### config.mk
export PLATFORM = sky130hd
export DESIGN_NAME = gem_ext_fifo_rx_flat
export DESIGN_NICKNAME = d
export VERILOG_FILES = /design/src/rtl/gem_ext_fifo_rx_if.sv /design/src/rtl/gem_ext_fifo_rx.sv /design/src/flat_wrapper.sv
export SDC_FILE = /design/constraint.sdc
export NUM_CORES = 1
export LEC_CHECK = 0
export ABC_AREA = 1
export BUFFER_PORTS_ARGS = -buffer_cell sky130_fd_sc_hd__buf_2
export CAP_MARGIN = 40
export CORE_UTILIZATION = 61
export CTS_BUF_LIST = sky130_fd_sc_hd__clkbuf_4 sky130_fd_sc_hd__clkbuf_8 sky130_fd_sc_hd__clkbuf_16
export DETAILED_ROUTE_END_ITERATION = 10
export PLACE_DENSITY = 0.85
export SLEW_MARGIN = 20
export SYNTH_ARGS = -nofsm -noshare
export SYNTH_HDL_FRONTEND = slang
export SYNTH_SLANG_ARGS = --single-unit
### constraint.sdc
create_clock -name clk -period 7 [get_ports clk]
set_input_delay 0.35 -clock clk [delete_from_list [all_inputs] [get_ports clk]]
set_output_delay 0.35 -clock clk [all_outputs]
set_load 0.02 [all_outputs]
### src/rtl/gem_ext_fifo_rx_if.sv
// Bus bundles for gem_ext_fifo_rx: the GEM external-FIFO receive side
// (master = MAC, slave = bridge) and the AXI4-Stream output (master = bridge).
interface gem_ext_fifo_rx_if;
    logic [7:0]  gem_rx_data;
    logic        gem_rx_wr;
    logic        gem_rx_sop;
    logic        gem_rx_eop;
    logic        gem_rx_err;
    logic        gem_rx_flush;
    logic [44:0] gem_rx_status;
    logic        gem_rx_overflow;
    logic        gem_dma_rx_end_tog;
    logic        gem_dma_rx_status_tog;

    modport master (
        output gem_rx_data, gem_rx_wr, gem_rx_sop, gem_rx_eop, gem_rx_err,
               gem_rx_flush, gem_rx_status, gem_dma_rx_end_tog,
        input  gem_rx_overflow, gem_dma_rx_status_tog
    );

    modport slave (
        input  gem_rx_data, gem_rx_wr, gem_rx_sop, gem_rx_eop, gem_rx_err,
               gem_rx_flush, gem_rx_status, gem_dma_rx_end_tog,
        output gem_rx_overflow, gem_dma_rx_status_tog
    );
endinterface

interface gem_ext_fifo_rx_axis_if;
    logic [7:0] m_axis_tdata;
    logic       m_axis_tvalid;
    logic       m_axis_tready;
    logic       m_axis_tlast;
    logic       m_axis_tuser;
    logic       m_axis_tkeep;

    modport master (
        output m_axis_tdata, m_axis_tvalid, m_axis_tlast, m_axis_tuser, m_axis_tkeep,
        input  m_axis_tready
    );

    modport slave (
        input  m_axis_tdata, m_axis_tvalid, m_axis_tlast, m_axis_tuser, m_axis_tkeep,
        output m_axis_tready
    );
endinterface

### src/rtl/gem_ext_fifo_rx.sv
// GEM external-FIFO receive to AXI4-Stream bridge with frame-aware overflow dropping.
// Optional status capture is enabled by defining GEM_EXT_FIFO_RX_STATUS_EN.
module gem_ext_fifo_rx #(
    parameter int DEPTH = 16
) (
    input  logic                    clk,
    input  logic                    rstn,
    gem_ext_fifo_rx_if.slave        gem,
    gem_ext_fifo_rx_axis_if.master  m_axis,
    output logic [44:0]             rx_status,
    output logic                    rx_status_valid
);
    localparam int AW = $clog2(DEPTH);
    localparam int CW = AW + 1;
    localparam logic [CW-1:0] LIM_DATA = CW'(DEPTH - 1);
    localparam logic [CW-1:0] LIM_TERM = CW'(DEPTH);

    typedef enum logic [1:0] {IDLE, PKT, DROP} state_t;

    state_t        r_state;
    state_t        w_stateNext;
    logic [9:0]    r_mem [DEPTH];
    logic [AW-1:0] r_wrPtr;
    logic [AW-1:0] r_rdPtr;
    logic [CW-1:0] r_count;
    logic          r_overflow;
    logic          r_endTogQ;
    logic          r_statusTog;

    logic          w_pushReq;
    logic          w_push;
    logic          w_pop;
    logic          w_ovf;
    logic          w_eopStored;
    logic          w_spaceData;
    logic          w_spaceTerm;
    logic [9:0]    w_pushEntry;
    logic [9:0]    w_head;

    // The last slot is kept free so a frame can always be closed with a terminator.
    assign w_spaceData = (r_count < LIM_DATA);
    assign w_spaceTerm = (r_count < LIM_TERM);
    assign w_push      = w_pushReq && w_spaceTerm;
    assign w_pop       = m_axis.m_axis_tvalid && m_axis.m_axis_tready;
    assign w_head      = r_mem[r_rdPtr];

    always_comb begin
        w_stateNext = r_state;
        w_pushReq   = 1'b0;
        w_pushEntry = '0;
        w_ovf       = 1'b0;
        w_eopStored = 1'b0;
        unique case (r_state)
            IDLE: begin
                if (gem.gem_rx_wr && gem.gem_rx_sop) begin
                    if (gem.gem_rx_eop) begin
                        if (w_spaceTerm) begin
                            w_pushReq   = 1'b1;
                            w_pushEntry = {gem.gem_rx_err, 1'b1, gem.gem_rx_data};
                            w_eopStored = 1'b1;
                        end else begin
                            w_ovf = 1'b1;
                        end
                    end else if (w_spaceData) begin
                        w_pushReq   = 1'b1;
                        w_pushEntry = {1'b0, 1'b0, gem.gem_rx_data};
                        w_stateNext = PKT;
                    end else begin
                        w_ovf       = 1'b1;
                        w_stateNext = DROP;
                    end
                end else if (gem.gem_rx_wr) begin
                    w_ovf = 1'b1;
                end
            end
            PKT: begin
                if (gem.gem_rx_flush) begin
                    w_pushReq   = 1'b1;
                    w_pushEntry = {1'b1, 1'b1, 8'h00};
                    w_stateNext = DROP;
                end else if (gem.gem_rx_wr) begin
                    if (gem.gem_rx_sop) begin
                        // A new sop mid-frame means the previous eop was lost; close it as bad.
                        w_pushReq   = 1'b1;
                        w_pushEntry = {1'b1, 1'b1, gem.gem_rx_data};
                        w_ovf       = 1'b1;
                        w_stateNext = gem.gem_rx_eop ? IDLE : DROP;
                    end else if (gem.gem_rx_eop) begin
                        w_pushReq   = 1'b1;
                        w_pushEntry = {gem.gem_rx_err, 1'b1, gem.gem_rx_data};
                        w_eopStored = 1'b1;
                        w_stateNext = IDLE;
                    end else if (w_spaceData) begin
                        w_pushReq   = 1'b1;
                        w_pushEntry = {1'b0, 1'b0, gem.gem_rx_data};
                    end else begin
                        w_pushReq   = 1'b1;
                        w_pushEntry = {1'b1, 1'b1, gem.gem_rx_data};
                        w_ovf       = 1'b1;
                        w_stateNext = DROP;
                    end
                end
            end
            DROP: begin
                if (gem.gem_rx_wr && gem.gem_rx_eop) begin
                    w_stateNext = IDLE;
                end
            end
            default: w_stateNext = IDLE;
        endcase
    end

    always_ff @(posedge clk or negedge rstn) begin
        if (!rstn) begin
            r_state     <= IDLE;
            r_wrPtr     <= '0;
            r_rdPtr     <= '0;
            r_count     <= '0;
            r_overflow  <= 1'b0;
            r_endTogQ   <= 1'b0;
            r_statusTog <= 1'b0;
        end else begin
            r_state    <= w_stateNext;
            r_overflow <= w_ovf;
            if (w_push) begin
                r_wrPtr <= r_wrPtr + AW'(1);
            end
            if (w_pop) begin
                r_rdPtr <= r_rdPtr + AW'(1);
            end
            case ({w_push, w_pop})
                2'b10:   r_count <= r_count + CW'(1);
                2'b01:   r_count <= r_count - CW'(1);
                default: r_count <= r_count;
            endcase
            r_endTogQ   <= gem.gem_dma_rx_end_tog;
            r_statusTog <= r_statusTog ^ (gem.gem_dma_rx_end_tog ^ r_endTogQ);
        end
    end

    always_ff @(posedge clk) begin
        if (w_push) begin
            r_mem[r_wrPtr] <= w_pushEntry;
        end
    end

    assign m_axis.m_axis_tvalid     = (r_count != '0);
    assign m_axis.m_axis_tdata      = w_head[7:0];
    assign m_axis.m_axis_tlast      = w_head[8];
    assign m_axis.m_axis_tuser      = w_head[9];
    assign m_axis.m_axis_tkeep      = 1'b1;
    assign gem.gem_rx_overflow       = r_overflow;
    assign gem.gem_dma_rx_status_tog = r_statusTog;

`ifdef GEM_EXT_FIFO_RX_STATUS_EN
    logic [44:0] r_rxStatus;
    logic        r_rxStatusValid;

    always_ff @(posedge clk or negedge rstn) begin
        if (!rstn) begin
            r_rxStatus      <= '0;
            r_rxStatusValid <= 1'b0;
        end else begin
            r_rxStatusValid <= w_eopStored && w_push;
            if (w_eopStored && w_push) begin
                r_rxStatus <= gem.gem_rx_status;
            end
        end
    end

    assign rx_status       = r_rxStatus;
    assign rx_status_valid = r_rxStatusValid;
`else
    logic w_unusedStatus;
    assign w_unusedStatus  = ^{gem.gem_rx_status, w_eopStored};
    assign rx_status       = '0;
    assign rx_status_valid = 1'b0;
`endif

endmodule

### src/flat_wrapper.sv
// flat-port wrapper written by rule: the top's interface ports become plain ports
module gem_ext_fifo_rx_flat 
#(
    parameter int DEPTH = 16
)
  (clk, rstn, rx_status, rx_status_valid, gem_gem_rx_data, gem_gem_rx_wr, gem_gem_rx_sop, gem_gem_rx_eop, gem_gem_rx_err, gem_gem_rx_flush, gem_gem_rx_status, gem_gem_dma_rx_end_tog, gem_gem_rx_overflow, gem_gem_dma_rx_status_tog, m_axis_m_axis_tdata, m_axis_m_axis_tvalid, m_axis_m_axis_tlast, m_axis_m_axis_tuser, m_axis_m_axis_tkeep, m_axis_m_axis_tready);
  gem_ext_fifo_rx_if gem_i ();
  gem_ext_fifo_rx_axis_if m_axis_i ();
  input  logic clk;
  input  logic rstn;
  output logic [44:0] rx_status;
  output logic rx_status_valid;
  input wire logic [$bits(gem_i.gem_rx_data)-1:0] gem_gem_rx_data;
  input wire logic [$bits(gem_i.gem_rx_wr)-1:0] gem_gem_rx_wr;
  input wire logic [$bits(gem_i.gem_rx_sop)-1:0] gem_gem_rx_sop;
  input wire logic [$bits(gem_i.gem_rx_eop)-1:0] gem_gem_rx_eop;
  input wire logic [$bits(gem_i.gem_rx_err)-1:0] gem_gem_rx_err;
  input wire logic [$bits(gem_i.gem_rx_flush)-1:0] gem_gem_rx_flush;
  input wire logic [$bits(gem_i.gem_rx_status)-1:0] gem_gem_rx_status;
  input wire logic [$bits(gem_i.gem_dma_rx_end_tog)-1:0] gem_gem_dma_rx_end_tog;
  output wire logic [$bits(gem_i.gem_rx_overflow)-1:0] gem_gem_rx_overflow;
  output wire logic [$bits(gem_i.gem_dma_rx_status_tog)-1:0] gem_gem_dma_rx_status_tog;
  output wire logic [$bits(m_axis_i.m_axis_tdata)-1:0] m_axis_m_axis_tdata;
  output wire logic [$bits(m_axis_i.m_axis_tvalid)-1:0] m_axis_m_axis_tvalid;
  output wire logic [$bits(m_axis_i.m_axis_tlast)-1:0] m_axis_m_axis_tlast;
  output wire logic [$bits(m_axis_i.m_axis_tuser)-1:0] m_axis_m_axis_tuser;
  output wire logic [$bits(m_axis_i.m_axis_tkeep)-1:0] m_axis_m_axis_tkeep;
  input wire logic [$bits(m_axis_i.m_axis_tready)-1:0] m_axis_m_axis_tready;
  assign gem_i.gem_rx_data = gem_gem_rx_data;
  assign gem_i.gem_rx_wr = gem_gem_rx_wr;
  assign gem_i.gem_rx_sop = gem_gem_rx_sop;
  assign gem_i.gem_rx_eop = gem_gem_rx_eop;
  assign gem_i.gem_rx_err = gem_gem_rx_err;
  assign gem_i.gem_rx_flush = gem_gem_rx_flush;
  assign gem_i.gem_rx_status = gem_gem_rx_status;
  assign gem_i.gem_dma_rx_end_tog = gem_gem_dma_rx_end_tog;
  assign gem_gem_rx_overflow = gem_i.gem_rx_overflow;
  assign gem_gem_dma_rx_status_tog = gem_i.gem_dma_rx_status_tog;
  assign m_axis_m_axis_tdata = m_axis_i.m_axis_tdata;
  assign m_axis_m_axis_tvalid = m_axis_i.m_axis_tvalid;
  assign m_axis_m_axis_tlast = m_axis_i.m_axis_tlast;
  assign m_axis_m_axis_tuser = m_axis_i.m_axis_tuser;
  assign m_axis_m_axis_tkeep = m_axis_i.m_axis_tkeep;
  assign m_axis_i.m_axis_tready = m_axis_m_axis_tready;
  gem_ext_fifo_rx #(.DEPTH(DEPTH)) u_core (.clk(clk), .rstn(rstn), .gem(gem_i), .m_axis(m_axis_i), .rx_status(rx_status), .rx_status_valid(rx_status_valid));
endmodule
== After elaboration in Yosys (flattened, before gate mapping) ==
Memories as Yosys holds them, arrays and structs flattened.
Index checks and enable logic that the tools add are counted.

* Register bits after elaboration: 18
* RAM bits: 160
* Bits of input ports: 62
* Output and inout port bits: 60
* Word-level logic and storage cells: 73
* Memories: 1

* Add/subtract/negate cells: 4
* Magnitude comparators: 2
* Equality and inequality tests: 9
* Muxes and demuxes: 40
* Bitwise logic cells: 2
* Reduce and logical (&&, ||, !) cells: 8

{| class="wikitable"
|+ Memory list
! name !! depth !! bits a word !! rd ports !! clocked after Yosys merged registers in !! wr ports !! line !! RTL
|-
| u_core.r_mem || 16 || 10 || 1 || 0 || 1 || gem_ext_fifo_rx.sv:22 || <nowiki>logic [9:0] r_mem [DEPTH];</nowiki>
|}

{| class="wikitable"
|+ Operator list
! cell !! number
|-
| $mux W10 || 8
|-
| $mux W2 || 10
|-
| $pmux W10 S2 || 1
|-
| $mux W1 || 16
|-
| $pmux W5 S2 || 1
|-
| $add A4 B1 Y4 const B || 2
|-
| $mux W8 || 1
|-
| $pmux W2 S3 || 1
|-
| $add A5 B1 Y5 const B || 1
|-
| $lt A5 B4 Y1 const B || 1
|-
| $lt A5 B5 Y1 const B || 1
|-
| $ne A5 B5 Y1 const B || 1
|-
| $reduce_and A5 Y1 || 1
|-
| $reduce_bool A5 Y1 || 1
|-
| $sub A5 B1 Y5 const B || 1
|-
| $eq A2 B1 Y1 const B || 2
|-
| $eq A2 B2 Y1 const B || 2
|-
| $logic_and A1 B1 Y1 || 4
|-
| $ne A2 B1 Y1 const B || 2
|-
| $pmux W1 S2 || 2
|-
| $ne A3 B3 Y1 const B || 1
|-
| $logic_not A2 Y1 || 1
|-
| $ne A2 B2 Y1 const B || 1
|-
| $reduce_bool A2 Y1 || 1
|-
| $xor A1 B1 Y1 || 2
|}

== Logic depth before layout (Yosys ltp) ==
Gate-level depths: netlist of the first run.

* Word-level depth: 8
* Depth in mapped cells: 15
* Gate-level depth less buffers: 14

== Worst setup path before layout of the first run ==
Ideal clock, no wire load.

* Kind: register to register
* From: reg u_core.r_state[0]
* To: reg u_core.r_count[4]
* Library setup time: 0.065 ns
* Arrival: 2.284 ns
* Data required time: 6.935 ns
* Path slack: 4.651 ns
* Stages on the path, launching flop included: 16
* Path buffers: 1
* Period minus slack after synthesis: 2.349 ns
* Path through: dfrtp_1 > nor2_1 > inv_1 > nor2_4 > nand2_2 > nand2_4 > nand2_4 > buf_6 > ha_1 > fa_1 > nand2_1 > nand2_1 > a21oi_1 > xor2_1 > nand2_1 > nand2_1

* Cells in the longest elaborated chain, start to end: 5
* Elaborated cells between the ends (all ways): 8
* Those cells by class: 3 x eq/ne; 2 x mux; 3 x reduce/logical

{| class="wikitable"
|+ RTL lines
! what !! line !! RTL
|-
| from (decl) || gem_ext_fifo_rx.sv:20 || <nowiki>state_t r_state;</nowiki>
|-
| from (signal assigned) || gem_ext_fifo_rx.sv:123 || <nowiki>r_state <= w_stateNext;</nowiki>
|-
| $eq A2 B1 Y1 or $logic_not A2 Y1 (tied branches) || gem_ext_fifo_rx.sv:53 || <nowiki>unique case (r_state)</nowiki>
|-
| $pmux W1 S2 * || gem_ext_fifo_rx.sv:53 ||
|-
| $logic_and A1 B1 Y1 * || gem_ext_fifo_rx.sv:43 || <nowiki>assign w_push = w_pushReq && w_spaceTerm;</nowiki>
|-
| $eq A2 B1 Y1 or $eq A2 B2 Y1 (tied branches) || gem_ext_fifo_rx.sv:131 || <nowiki>case ({w_push, w_pop})</nowiki>
|-
| $pmux W5 S2 or $reduce_bool A2 Y1 (tied branches) || - ||
|-
| to (signal assigned) || gem_ext_fifo_rx.sv:132 || <nowiki>2'b10: r_count <= r_count + CW'(1);</nowiki>
|-
| to (signal assigned) || gem_ext_fifo_rx.sv:133 || <nowiki>2'b01: r_count <= r_count - CW'(1);</nowiki>
|-
| to (signal assigned) || gem_ext_fifo_rx.sv:134 || <nowiki>default: r_count <= r_count;</nowiki>
|-
| to (decl) || gem_ext_fifo_rx.sv:25 || <nowiki>logic [CW-1:0] r_count;</nowiki>
|}

Mark *: on every way between the ends. The rest lies on a longest branch, timed or not.
A chain may end at the register's enable or synchronous reset.

== Final worst setup path of the first run ==
* From: reg u_core.r_state[1]
* To: reg u_core.r_count[4]

Same word-level chain as after synthesis.

==> results.md, run 1 <==
- Status: finished, final reports clean
- Clock tree buffer depth: 2
- Critical Path AT: 3190 ps
- Post-synthesis mux area share: 0%
- DRT antenna net count: 0
- Clock sinks: between 150 and 200
- Top cells by count, synth: edfxtp_1 (160), nor2_1 (160), o21ai_0 (80), nand2_1 (65), nand3_1 (55)
- Detailed-route via count: 5624
- Final clock skew: 12.6 ps
- Fraction of the mapped netlist area in compound gates: 8.42%
- RSZ-0062 raised after global routing: false
- Main synth FF type: edfxtp_1
- Post-Synth Simple-Gate Area: 15.2%
- DRC viols: 0
- Post-Route WL: 17.7 mm
- Via count of the first global-routing pass: 5200
- Pint: between 2000 and 2500 uW
- CP max stage delay: 470 ps
- VDD IR-drop max: 0.289 mV
- Placed Cells: 925
- Ys async rst share: roughly a tenth
- WHS Path Cells: 1
- Pwr Density: between 400 and 500 mW/mm2
- Placer Congestion: between 0.8 and 0.9
- DR pass1 iterations: 5
- CTS root buf: clkbuf_16
- Sw frac: 39.4%
- CTS H-tree depth: 4
- Num CTS Buffers: 17
- Layout Cell Area excl Fill: slightly below 0.009 mm2
- Final Setup Violations: 0
- Synth area leaders: edfxtp_1 (60%), nor2_1 (7.5%), dfrtp_1 (5.6%)
- CP required: 7370 ps
- Area Growth Syn to Fin: 10.9%
- Max Fclk: 354 MHz
- Hold/Removal Path Class: in2reg
- Full die area: 0.0137 mm2
- Count of cell types in the netlist: 32
- Worst slew pin tran: between 700 and 800 ps
- Clock power frac: 25.7%
- Latest clock arrival within the worst-skew pair: approximately 440 ps
- Main combinational cell family by area after synthesis: simple AND/OR/NAND/NOR gates
- Drt wl/cell: around 18 um
- Rows: 41
- I/O Pins: 122
- Final WS setup: 4180 ps
- Synthesized area per cell: around 11 um2
- Share of cells above drive strength 1: 14.0%
- Period utilization: 40.3%
- Top-area cell type share of the netlist area: 59.6%
- Worst-path cell chain: nor2_1 -> inv_1 -> nor2_4 -> nand2_2 -> nand2_4 -> nand2_4 -> ha_1 -> fa_1 -> nand2_1 -> nand2_1 -> a21oi_1 -> xor2_1 -> nand2_1 -> nand2_1
- Critical path class: reg2reg
- Port bufs: 29
- Grt total ovfl: 0
- R2R Setup Slk: 4180 ps
- Largest net degree at the start of global routing: 93
- WP depth: 14
- TNS Setup: 0 ps
- Post-synthesis cell count: 737
- CTS tree: yes
- CP top delay family: simple AND/OR/NAND/NOR gates
- Post-route minimum period: 2820 ps
- Non-Filler Instances: 965
- Gate power share: 37.9%
- Synthesized-area fraction occupied by adder cells: 1.65%
- HPWL after DPL: between 10 and 15 mm
- CP dominant cell by count: nand2_1
- # Max-Cap Violations: 0
- Reg-to-reg startpoint: u_core.r_state[1]$_DFFE_PN0P_
- Hold_sp: gem_gem_dma_rx_end_tog
- Avg Vias per Cell: 5.83
- Setup crit end kind: register
- CP Launch Type: register
- First-pass GRT wire length: roughly 27 mm
- CTS clock-pin slew for the worst setup and hold paths: 70 ps
- CP max stage cell: fa_1
- Max_slew headroom: 46.9%
- Worst Path Max Fanout: 21
- Worst Hold End: u_core.r_endTogQ$_DFF_PN0_
- Reg2reg end: u_core.r_count[4]$_DFFE_PN0P_
- Design Power: 3730 uW
- CTS resizes: 0
- CORE AREA: 0.0128 mm2
- Final Hold Vio Count: 0
- Yosys top cell by area: edfxtp_1
- Worst R2R Path Depth: 14
- Sequential fraction of the synthesis area: 65.2%
- Area after DPL: a little over 0.008 mm2
- Switch Pwr: 1470 uW
- Max Slew Vio Count: 0
- Seq cells post-synth: 178
- WP buf/inv: 1
- Yosys warnings: 0
- Worst slack, placed: ~4300 ps
- DR iter-0 viols: 666
- Die W: 117 um
- Lkg Pwr: approximately 0.0035 uW
- EDFF count, synth: 160
- Sequential share of power: 36.4%
- Initial core utilization: 63.1%
- Synth Area in XOR/XNOR: under 10%
- Initial antenna violation count: 0
- Synthesized area: 0.00806 mm2
- Nets: 852
- GR Util All Layers: 27.3%
- ANT cells: 0
- Die H: between 100 and 150 um
-- per-layer routing --
metal	vias to the layer above	part of all wire, %	global-route usage (%)	wire [um]
met2	371	50	45.7	8910
li1	2528	-	-	-
met1	2673	38	34.3	6660
met3	52	9.0	7.21	1590
met4	0	2.9	10.8	512
met5	-	0	0	0
-- area by class of cell --
class,instances,area [um2]
flip-flops and latches,178,5260
fillers,803,3840
multi-input cells,485,2300
clock buffers,18,433
repair buffers,61,428
well taps,172,215
clock inverters,14,164
inverters,37,139
-- state kept, by name, indices dropped and copies added (netlist names) --
register and flops:
u_core.r_mem 160, u_core.r_count 5, u_core.r_rdPtr 4, u_core.r_wrPtr 4, u_core.r_state 2, u_core.gem.gem_dma_rx_status_tog 1
u_core.gem.gem_rx_overflow 1, u_core.r_endTogQ 1
-- per-stage QoR --
| step | hold WS [ps] | util (%) |
|---|---|---|
| floorplan | 54.4 | - |
| global route | 32.2 | 70.0 |
| finish | 48.5 | 70.0 |
| CTS | 35.1 | 69.4 |
| global placement | 304 | 63.3 |
| detailed placement | 320 | 64.6 |
-- layout by cell type, fill, tap and decap left out, types with 12 or more instances in the layout --
| master | instances |
|---|---|
| nor2_1 | 160 |
| edfxtp_1 | 160 |
| o21ai_0 | 80 |
| nand2_1 | 65 |
| nand3_1 | 55 |
| conb_1 | 47 |
| inv_1 | 34 |
| buf_2 | 29 |
| buf_4 | 27 |
| o211ai_1 | 20 |
| clkbuf_16 | 17 |
| dfrtp_1 | 17 |
| a21oi_1 | 12 |
-- power groups by stage --
stage	combinational, uW	clock, uW	sequential, uW
floorplan	1020	0	1350
finish	1410	957	1360
global placement	1210	0	1390
detailed placement	1330	0	1400
global route	1560	1000	1360
CTS	1350	965	1380
-- how the worst max path moves through the flow --
stage,from,to,slack [ps]
after floorplan,u_core.r_state[0]$_DFFE_PN0P_,u_core.r_count[4]$_DFFE_PN0P_,4650
after global placement,u_core.r_rdPtr[2]$_DFFE_PN0P_,m_axis_m_axis_tuser,4290
after detailed placement,u_core.r_state[0]$_DFFE_PN0P_,u_core.r_count[4]$_DFFE_PN0P_,4270
after CTS,u_core.r_rdPtr[2]$_DFFE_PN0P_,m_axis_m_axis_tuser,3820
after global routing,u_core.r_state[1]$_DFFE_PN0P_,u_core.r_count[4]$_DFFE_PN0P_,3870
final,u_core.r_state[1]$_DFFE_PN0P_,u_core.r_count[4]$_DFFE_PN0P_,4180
-- repair_timing --
item	4_1_cts	5_1_grt
endpoints found under the hold margin	18	0
hold buffers	1	0
setup endpoints to repair	0	0
buffers inserted	0	0
-- cell families (layout without fill, tap and decap cells) --
group	Yosys count	count (layout)
other	2	47
and+or+nand+nor	295	295
adders and majority gates	10	10
xor gates and xnor gates	10	10
buffers and inverters	119	130
DFF	178	178
AOI/OAI and AO/OA	123	123
(Power assumes the default switching activity.)
==> inputs of run 2 (changes only) <==
--- a/config.mk
+++ b/config.mk
@@ -8,10 +8,10 @@
 export ABC_AREA = 1
 export BUFFER_PORTS_ARGS = -buffer_cell sky130_fd_sc_hd__buf_2
 export CAP_MARGIN = 40
-export CORE_UTILIZATION = 61
+export CORE_UTILIZATION = 51
 export CTS_BUF_LIST = sky130_fd_sc_hd__clkbuf_4 sky130_fd_sc_hd__clkbuf_8 sky130_fd_sc_hd__clkbuf_16
 export DETAILED_ROUTE_END_ITERATION = 10
-export PLACE_DENSITY = 0.85
+export PLACE_DENSITY = 0.76
 export SLEW_MARGIN = 20
 export SYNTH_ARGS = -nofsm -noshare
 export SYNTH_HDL_FRONTEND = slang
==> constraint.sdc (replaced) <==
create_clock -name clk -period 2.5 [get_ports clk]
set_input_delay 0.125 -clock clk [delete_from_list [all_inputs] [get_ports clk]]
set_output_delay 0.125 -clock clk [all_outputs]
set_load 0.02 [all_outputs]
==> run 2 against run 1 <==
Cell count rose by 5.1%. Fmax rose by 20%. Sequential power grew to 2.8 times the previous value. Flip-flop and latch count is the same. Via count down 5.7%. Clock power rose to 2.9 times the previous value. Worst hold slack got worse by 27 ps. Global-route usage down 5.9 points. Worst setup slack lost 4000 ps. Combinational power increased to 2.8 times the previous value. Sequential share of layout area fell by 1.0 points. Highest routed layer unchanged.
==> results.md, run 2 (synthesis gave the netlist of run 1 again) <==
- Initial antenna violation count: 0
- CP dominant cell by count: nand2_1
- Commonest non-fill, non-tap cell in the layout: edfxtp_1
- Critical Path AT: between 2000 and 3000 ps
- Via count of the first global-routing pass: 4955
- Area Growth Syn to Fin: 13.0%
- CP required: 2870 ps
- Most frequent cells in the layout: edfxtp_1 (160), nor2_1 (159), o21ai_0 (80)
- Final Setup Violations: 0
- CP max stage cell: fa_2
- Placer Congestion: 0.878
- CP Launch Type: register
- Full die area: 0.0163 mm2
- GR Util All Layers: 21.5%
- Non-Filler Instances: 1014
- CTS H-tree depth: 4
- Biggest regs: u_core.r_mem x160, u_core.r_count x5
- Rows: 45
- First-pass GRT wire length: between 20 and 30 mm
- CTS root buf: clkbuf_16
- Period utilization: between 90% and 100%
- Status: finished, final reports clean
- DR pass1 iterations: 7
- Area after DPL: between 0.008 and 0.009 mm2
- Lkg Pwr: 0.00352 uW
- Clock tree buffer depth: 2
- Port bufs: 29
- Worst Path Max Fanout: 5
- DRT antenna net count: 0
- Grt total ovfl: 0
- Num CTS Buffers: 17
- Nets: 862
- CP max stage delay: 430 ps
- Latest clock arrival within the worst-skew pair: 430 ps
- VDD IR-drop max: 0.656 mV
- Min Hold Slack: 21.1 ps
- Post-route minimum period: 2350 ps
- Worst-path cell chain: nor2_2 -> inv_1 -> nor2_4 -> nand2_2 -> nand2_4 -> nand2_4 -> ha_2 -> fa_2 -> nand2_1 -> nand2_1 -> a21oi_1 -> xor2_1 -> nand2_1 -> nand2_1
- Worst slew pin tran: approximately 640 ps
- Die H: 128 um
- TNS Setup: 0 ps
- Die W: 128 um
- CTS tree: yes
- Setup crit end kind: register
- Pwr Density: 1160 mW/mm2
- Drt wl/cell: around 16 um
- DR iter-0 viols: approximately 530
- Placed Cells: 975
- Max reg flops: 160
- Share of cells above drive strength 1: between 10% and 20%
- Fillers: 1203
- CTS clock-pin slew for the worst setup and hold paths: roughly 60 ps
- Max_slew headroom: between 50% and 60%
- ANT cells: 0
- Post-Route WL: about 16 mm
- Critical path class: reg2reg
- Layout Cell Area excl Fill: a little over 0.009 mm2
- DRC viols: 0
- Biggest register: u_core.r_mem
- Final Hold Vio Count: 0
- Max Slew Vio Count: 0
- I/O Pins: 122
- Detailed-route via count: 5302
- Initial core utilization: 52.6%
- Avg Vias per Cell: 5.23
- Hold/Removal Path Class: in2reg
- Max Fclk: 426 MHz
- Clock sinks: 178
- Final clock skew: 10.3 ps
- # Max-Cap Violations: 0
- CORE AREA: 0.0153 mm2
- Largest net degree at the start of global routing: 93
- HPWL after DPL: 10.4 mm
run 2: changes by cell type in the layout (fill, tap and decap cells not counted), moves of 2 or more:
cell	delta
buf_8	-2
dfrtp_2	+2
dlygate4sd3_1	+2
dfrtp_1	-2
inv_6	-6
inv_8	-2
buf_4	+9
clkbuf_8	+5
run 2: through the flow:
step	worst slack (ps)	power [uW]	utilization, %
after global routing	-17.8	11200	59.4
after CTS	40.8	10500	59.2
after floorplan	151	6640	-
after global placement	81.2	7570	54.5
final	151	10600	59.4
after detailed placement	43.7	7690	54.8
run 2: timing repair:
| action | CTS | global route |
|---|---|---|
| hold buffers | 3 | 0 |
| pin swaps | 0 | 2 |
| endpoints found under the hold margin | 20 | 0 |
| setup endpoints to repair | 1 | 2 |
| buffers inserted | 0 | 2 |
| resized for setup | 1 | 4 |
run 2: where the power goes:
part	internal [uW]	total, uW	switching [uW]
clock network	1730	2790	1060
logic	1290	3970	2670
registers	3600	3800	197
run 2: per-layer routing:
layer / vias to the layer above / global-route usage, % / wire, um / part of all wire (%)
met1: 2533 / 29.4 / 7380 / 45
li1: 2544 / - / - / -
met4: 0 / 6.71 / 235 / 1.4
met5: - / 0 / 0 / 0
met2: 211 / 34.4 / 7770 / 47
met3: 14 / 4.80 / 1070 / 6.5
run 2: path summary, 6_finish.rpt:
kind,start,endpoint,slack [ps],cells after the start
max in group asynchronous,rstn,u_core.r_count[1]$_DFFE_PN0P_,1960,2
max,u_core.r_state[0]$_DFFE_PN0P_,u_core.r_count[4]$_DFFE_PN0P_,150,14
min reg2reg,u_core.gem.gem_dma_rx_status_tog$_DFF_PN0_,u_core.gem.gem_dma_rx_status_tog$_DFF_PN0_,470,1
min in group asynchronous,rstn,u_core.r_count[0]$_DFFE_PN0P_,190,2
max reg2reg,u_core.r_state[0]$_DFFE_PN0P_,u_core.r_count[4]$_DFFE_PN0P_,150,14
min,gem_gem_rx_wr,u_core.gem.gem_rx_overflow$_DFF_PN0_,20,3
run 2: critical path: cells and delay by family, from the launching register on:
kind / cells / cell delay, ps
buffers and inverters: 1 / 120
xor gates and xnor gates: 1 / 160
adders and majority gates: 2 / 660
DFF: 1 / 400
and+or+nand+nor: 9 / 800
AOI/OAI and AO/OA: 1 / 150
run 2: area by class of cell:
type / count / area, um2 / share of cell area, %
sequential: 178 / 5260 / 57.8
multi-input combinational: 485 / 2310 / 25.4
clock buffer: 24 / 509 / 5.59
timing repair buffer: 71 / 497 / 5.46
tap: 211 / 264 / 2.90
inverter: 37 / 139 / 1.53
clock inverter: 8 / 125 / 1.37
